**config.mk**
```make
export PLATFORM = sky130hd
export DESIGN_NAME = key_conditioner
export DESIGN_NICKNAME = d
export VERILOG_FILES = /design/src/rtl/key_conditioner_pkg.sv /design/src/rtl/key_conditioner_debounce_cell.sv /design/src/rtl/key_conditioner.sv
export SDC_FILE = /design/constraint.sdc
export NUM_CORES = 1
export LEC_CHECK = 0
export CORE_UTILIZATION = 56
export CTS_BUF_LIST = sky130_fd_sc_hd__clkbuf_2
export DETAILED_ROUTE_END_ITERATION = 7
export PLACE_DENSITY = 0.78
export SYNTH_ARGS = -nofsm -noshare
export SYNTH_HDL_FRONTEND = slang
export SYNTH_SLANG_ARGS = --single-unit
```
**constraint.sdc**
```tcl
create_clock -name clk -period 2.5 [get_ports clk]
set_clock_uncertainty 0.05 [all_clocks]
set_input_delay 0.625 -clock clk [delete_from_list [all_inputs] [get_ports clk]]
set_output_delay 0.625 -clock clk [all_outputs]
set_load 0.02 [all_outputs]
```
**src/rtl/key_conditioner_pkg.sv**
```systemverilog
// Shared definitions for the key conditioner: keypad FSM state encoding,
// key counts, raw-input bit positions and small keypad helper functions.
package key_conditioner_pkg;

    localparam int NKEYS       = 10;
    localparam int NRAW        = NKEYS + 2;
    localparam int BIT_MODE    = NKEYS;
    localparam int BIT_SETTING = NKEYS + 1;

    typedef enum logic [1:0] {
        KS_IDLE = 2'd0,
        KS_HELD = 2'd1,
        KS_LOCK = 2'd2
    } key_state_t;

    // True when exactly one keypad line is active.
    function automatic logic is_onehot(input logic [NKEYS-1:0] v);
        return (v != '0) && ((v & (v - 1'b1)) == '0);
    endfunction

    // Index of the lowest active line; only meaningful for a one-hot vector.
    function automatic logic [3:0] bcd_encode(input logic [NKEYS-1:0] v);
        logic [3:0] d;
        d = 4'd0;
        for (int i = NKEYS - 1; i >= 0; i--) begin
            if (v[i]) begin
                d = 4'(i);
            end
        end
        return d;
    endfunction

endpackage

```
**src/rtl/key_conditioner_debounce_cell.sv**
```systemverilog
// One raw switch input: 2-flop synchroniser, stability counter, debounced
// level flop and a registered one-cycle pulse on each debounced 0->1 edge.
module debounce_cell
    import key_conditioner_pkg::*;
#(
    parameter int DEBOUNCE_CYC = 20
) (
    input  logic clk,
    input  logic rst,
    input  logic raw,
    output logic level,
    output logic rise
);

    localparam int CW = (DEBOUNCE_CYC > 2) ? $clog2(DEBOUNCE_CYC) : 1;
    localparam logic [CW-1:0] CNT_LAST = CW'(DEBOUNCE_CYC - 1);

    logic          sync1_reg;
    logic          sync2_reg;
    logic [CW-1:0] cnt_reg;
    logic          deb_reg;
    logic          deb_prev_reg;
    logic          rise_reg;

    // Synchronise, count disagreement run length, flip once it is long enough.
    always_ff @(posedge clk or negedge rst) begin
        if (!rst) begin
            sync1_reg    <= 1'b0;
            sync2_reg    <= 1'b0;
            cnt_reg      <= '0;
            deb_reg      <= 1'b0;
            deb_prev_reg <= 1'b0;
            rise_reg     <= 1'b0;
        end else begin
            sync1_reg <= raw;
            sync2_reg <= sync1_reg;
            if (sync2_reg == deb_reg) begin
                cnt_reg <= '0;
            end else if (cnt_reg == CNT_LAST) begin
                cnt_reg <= '0;
                deb_reg <= sync2_reg;
            end else begin
                cnt_reg <= cnt_reg + 1'b1;
            end
            deb_prev_reg <= deb_reg;
            rise_reg     <= deb_reg & ~deb_prev_reg;
        end
    end

    assign level = deb_reg;
    assign rise  = rise_reg;

endmodule

```
**src/rtl/key_conditioner.sv**
```systemverilog
// Key conditioner top: debounces the mode/setting buttons and the 10-line
// digit keypad, and turns the keypad into BCD digit / error strobes.
// Optional feature macro KEY_REPEAT_EN: auto-repeat of a held single digit.
module key_conditioner
    import key_conditioner_pkg::*;
#(
    parameter int DEBOUNCE_CYC = 20,
    parameter int REPEAT_DLY   = 500,
    parameter int REPEAT_PER   = 200
) (
    input  logic             clk,
    input  logic             rst,
    input  logic             mode_raw,
    input  logic             setting_raw,
    input  logic [NKEYS-1:0] keypad_raw,
    output logic             mode_btn,
    output logic             setting_btn,
    output logic             key_valid,
    output logic [3:0]       key_digit,
    output logic             key_error
);

    logic [NRAW-1:0]  raw_vec;
    logic [NRAW-1:0]  deb_vec;
    logic [NRAW-1:0]  rise_vec;
    logic [NKEYS-1:0] kd;
    logic [NKEYS-1:0] held_vec;

    key_state_t state_reg;
    logic       key_valid_reg;
    logic       key_error_reg;
    logic [3:0] key_digit_reg;

    assign raw_vec = {setting_raw, mode_raw, keypad_raw};

    genvar gi;
    generate
        for (gi = 0; gi < NRAW; gi++) begin : g_cell
            debounce_cell #(
                .DEBOUNCE_CYC(DEBOUNCE_CYC)
            ) u_cell (
                .clk  (clk),
                .rst  (rst),
                .raw  (raw_vec[gi]),
                .level(deb_vec[gi]),
                .rise (rise_vec[gi])
            );
        end
    endgenerate

    assign kd       = deb_vec[NKEYS-1:0];
    assign held_vec = {{(NKEYS-1){1'b0}}, 1'b1} << key_digit_reg;

`ifdef KEY_REPEAT_EN
    localparam int REP_MAX = (REPEAT_DLY > REPEAT_PER) ? REPEAT_DLY : REPEAT_PER;
    localparam int RW      = $clog2(REP_MAX + 1);

    logic [RW-1:0] rep_cnt_reg;
    logic          rep_first_reg;
    logic [RW-1:0] rep_last;

    // First repeat waits the long delay, later ones the shorter period.
    assign rep_last = rep_first_reg ? RW'(REPEAT_DLY - 1) : RW'(REPEAT_PER - 1);
`endif

    // Keypad FSM: one strobe per clean press, lock out chords until all keys are up.
    always_ff @(posedge clk or negedge rst) begin
        if (!rst) begin
            state_reg     <= KS_IDLE;
            key_valid_reg <= 1'b0;
            key_error_reg <= 1'b0;
            key_digit_reg <= 4'd0;
`ifdef KEY_REPEAT_EN
            rep_cnt_reg   <= '0;
            rep_first_reg <= 1'b0;
`endif
        end else begin
            key_valid_reg <= 1'b0;
            key_error_reg <= 1'b0;
            case (state_reg)
                KS_IDLE: begin
                    if (is_onehot(kd)) begin
                        key_valid_reg <= 1'b1;
                        key_digit_reg <= bcd_encode(kd);
                        state_reg     <= KS_HELD;
`ifdef KEY_REPEAT_EN
                        rep_cnt_reg   <= '0;
                        rep_first_reg <= 1'b1;
`endif
                    end else if (kd != '0) begin
                        key_error_reg <= 1'b1;
                        state_reg     <= KS_LOCK;
                    end
                end
                KS_HELD: begin
                    // Any change away from the held digit (extra or swapped key) locks out.
                    if (kd == '0) begin
                        state_reg <= KS_IDLE;
                    end else if (kd != held_vec) begin
                        state_reg <= KS_LOCK;
                    end
`ifdef KEY_REPEAT_EN
                    if (kd == held_vec) begin
                        if (rep_cnt_reg == rep_last) begin
                            key_valid_reg <= 1'b1;
                            rep_cnt_reg   <= '0;
                            rep_first_reg <= 1'b0;
                        end else begin
                            rep_cnt_reg <= rep_cnt_reg + 1'b1;
                        end
                    end else begin
                        rep_cnt_reg   <= '0;
                        rep_first_reg <= 1'b0;
                    end
`endif
                end
                KS_LOCK: begin
                    if (kd == '0) begin
                        state_reg <= KS_IDLE;
                    end
                end
                default: begin
                    state_reg <= KS_IDLE;
                end
            endcase
        end
    end

    assign mode_btn    = rise_vec[BIT_MODE];
    assign setting_btn = rise_vec[BIT_SETTING];
    assign key_valid   = key_valid_reg;
    assign key_error   = key_error_reg;
    assign key_digit   = key_digit_reg;

endmodule

```
==> impl_metrics.yaml <==
outcome:
  status: "complete, no violations"
cts:
  clk_transition_reported_paths_ns: 0.28
  cts_tree: "done"
  clockRootBuffer: "clkbuf_2"
  htree_levels: 3
  cts_buffers: 9
  clock_latency_ns: 0.58
  cts_sinks: 108
  ctsLongestPathBuffers: 2
timing:
  tightestPinTransition_ns: 0.446
  drv_slew: 0
  setup_viol: 0
  relSlewSlack: 0.701
  tns_ns: 0
  hold_viol: 0
  setup_ws_ns: 0.0291
  fmax_ghz: 0.405
  finalCriticalPeriod_ns: 2.47
  rsz0062_at_grt: "yes"
  fin_crit_sh: 0.988
  whs_ns: 0.339
die:
  fp-row-count: 33
  core-area_um2: 8220
  die_w_um: 94.2
  ios: 22
  initial_core_util: 0.580
  die_area_um2: 8880
  die_y_um: 94.2
global_route:
  gr-usage-all-layers: 0.193
  antenna_found_initial: 0
  grt_pass1_wl_mm: 13.3
  grt_remaining_overflow: 0
  grt_max_degree: 50
  grt_pass1_vias: 3041
power:
  switching_share: 0.264
  internal_power_mw: 2.06
  finalPower_mw: 2.80
  p_sw_mw: 0.740
  p_leak_nw: 2.41
  p_seq_frac: 0.665
  powerDensity_nw_per_um2: 526
  combPwrFrac: 0.061
  p_clk_frac: 0.274
  peakVddDrop_mv: 0.315
final_layout:
  area_growth_pct: 11.8
  drive_above_1_share: 0.147
  fin_nets: 491
  final_util: 0.649
  diodes: 0
  largest_register_ffs: 60
worst_setup_path:
  cp_max_fo: 4
  end_kind: "flip-flop"
  rr_worst_depth: 5
  crit_required_ns: 2.92
  r2r-end: "key_digit[2]"
  worstSetupPathType: "flip-flop to flip-flop"
  regToRegSetupSlack_ns: 0.03
  reg2reg_from: "g_cell[3].u_cell.level"
  worst_ep_arrival_time_ns: 2.90
  cp-start-kind: "flip-flop"
place:
  dp_hpwl_mm: 5.46
  place_ws_ns: 0.0448
  port_buffers: 21
  gp_congestion: 0.957
routing:
  vias: 3138
  drt_wl_total_mm: 7.61
  avgViaCountPerCell: 5.46
  ant_nets: 0
  drt_iter0_drc: 116
  drc: 0
  wl_per_cell_um: 13.2
  firstDrtPassIters: 4
worst_hold_path:
  hold_depth: 0
  hold_path_startpoint: "g_cell[5].u_cell.sync1_reg"
  hold_end: "g_cell[5].u_cell.sync2_reg"
  holdCritPathClass: "flip-flop to flip-flop"
yosys:
  synth_nets: 453
  synth.area.top_cells: "dfrtp_1 (57%), nor2_1 (4.4%), mux2_2 (4.3%), xnor2_1 (3.5%), xor2_1 (3.3%)"
  syn_area_per_cell_um2: 11.2
  ys_ff_latch: 108
  synth_cell_types: 48
  synth_warnings: 0
  synth_edf_count: 0
  synth_ff_type: "dfrtp_1"
  syn_area_um2: 4760
  async_flop_share: 1.00
  ys_seq_area_frac: 0.567
  yosysMostFrequentCell: "dfrtp_1"
  synth_common_cells: "dfrtp_1 (108), nor2_1 (56), nand2_1 (27)"
  netlist.area_leader.share: 0.567
  syn_inst: 427
  yosys.area.top_type: "dfrtp_1"
run:
  drv_cap: 0
## final cells by class
class / instances / area, µm²
clock inverter: 7 / 70.1
inverter: 14 / 52.6
timing repair buffer: 41 / 374
fill: 629 / 2890
sequential: 108 / 2710
multi-input combinational: 291 / 1950
clock buffer: 9 / 45.0
tap: 105 / 131
## how the worst max path moves through the flow
stage                                start      endpoint  cells past startpoint
finish              g_cell[3].u_cell.level  key_digit[2]                      5
global placement    g_cell[3].u_cell.level  key_digit[1]                      5
global route        g_cell[3].u_cell.level  key_digit[0]                      6
CTS                 g_cell[3].u_cell.level  key_digit[2]                      5
detailed placement  g_cell[3].u_cell.level  key_digit[2]                      5
floorplan           g_cell[3].u_cell.level  key_digit[2]                      6
## critical path, stage by stage (launching register included)
cell and delay [ns]:
dfrtp_1 0.45, or4_4 0.55, or4_4 0.43, or3_4 0.36, a31oi_4 0.23, mux2_4 0.32
## what timing repair did
item,in CTS,in global routing
cloned,0,0
endpoints found under the setup margin,6,5
hold endpoints to repair,24,0
setup buffers,2,3
hold buffers,1,0
resized for setup,5,2
pin swaps,2,1
## per-layer routing
metal,share of wire,GRT usage
met1,0.46,0.247
met3,0.030,0.0421
met2,0.50,0.322
met5,0,0
met4,0.014,0.0667
## power by group through the flow
stage / clock (mW) / sequential [mW] / combinational (mW)
after global routing: 0.876 / 1.87 / 0.201
after CTS: 0.806 / 1.86 / 0.178
after detailed placement: 0 / 1.89 / 0.174
after floorplan: 0 / 1.88 / 0.0958
final: 0.767 / 1.86 / 0.172
after global placement: 0 / 1.89 / 0.166
## cell families after synthesis
| family | count (synthesis) | synth area share |
|---|---|---|
| buffers and inverters | 28 | 0.0239 |
| flip-flops | 108 | 0.567 |
| adder cells (fa/ha/maj) | 13 | 0.0336 |
| XOR/XNOR | 37 | 0.0680 |
| multiplexers | 22 | 0.0530 |
| AO/OA/AOI/OAI | 55 | 0.0796 |
| AND/OR/NAND/NOR | 164 | 0.175 |
## per-stage QoR
step / std cells / area, µm²
3_3_place_gp: 553 / 5160
4_1_cts: 572 / 5300
6_report: 575 / 5330
5_1_grt: 575 / 5330
3_5_place_dp: 553 / 5160
2_1_floorplan: 427 / 4760
## cell usage in the layout, fill, tap and decap left out, types with 3 or more instances in the layout
cell type        count
inv_1               14
nand3_1             20
clkdlybuf4s50_1     18
clkbuf_2             9
dfrtp_2              4
xor2_1              18
a22oi_1              7
o21ai_0             18
dfrtp_1            104
nand2_1             27
nor2b_1              9
buf_4               19
nor2_1              56
nand2b_1             7
nor4_1               5
inv_8                3
a211o_2              3
ha_1                12
xnor2_1             19
a211oi_1             4
a21oi_1              8
mux2_2              18
nor3b_1              9
nor3_1              13
No activity file was read; power rests on OpenSTA's default activity.
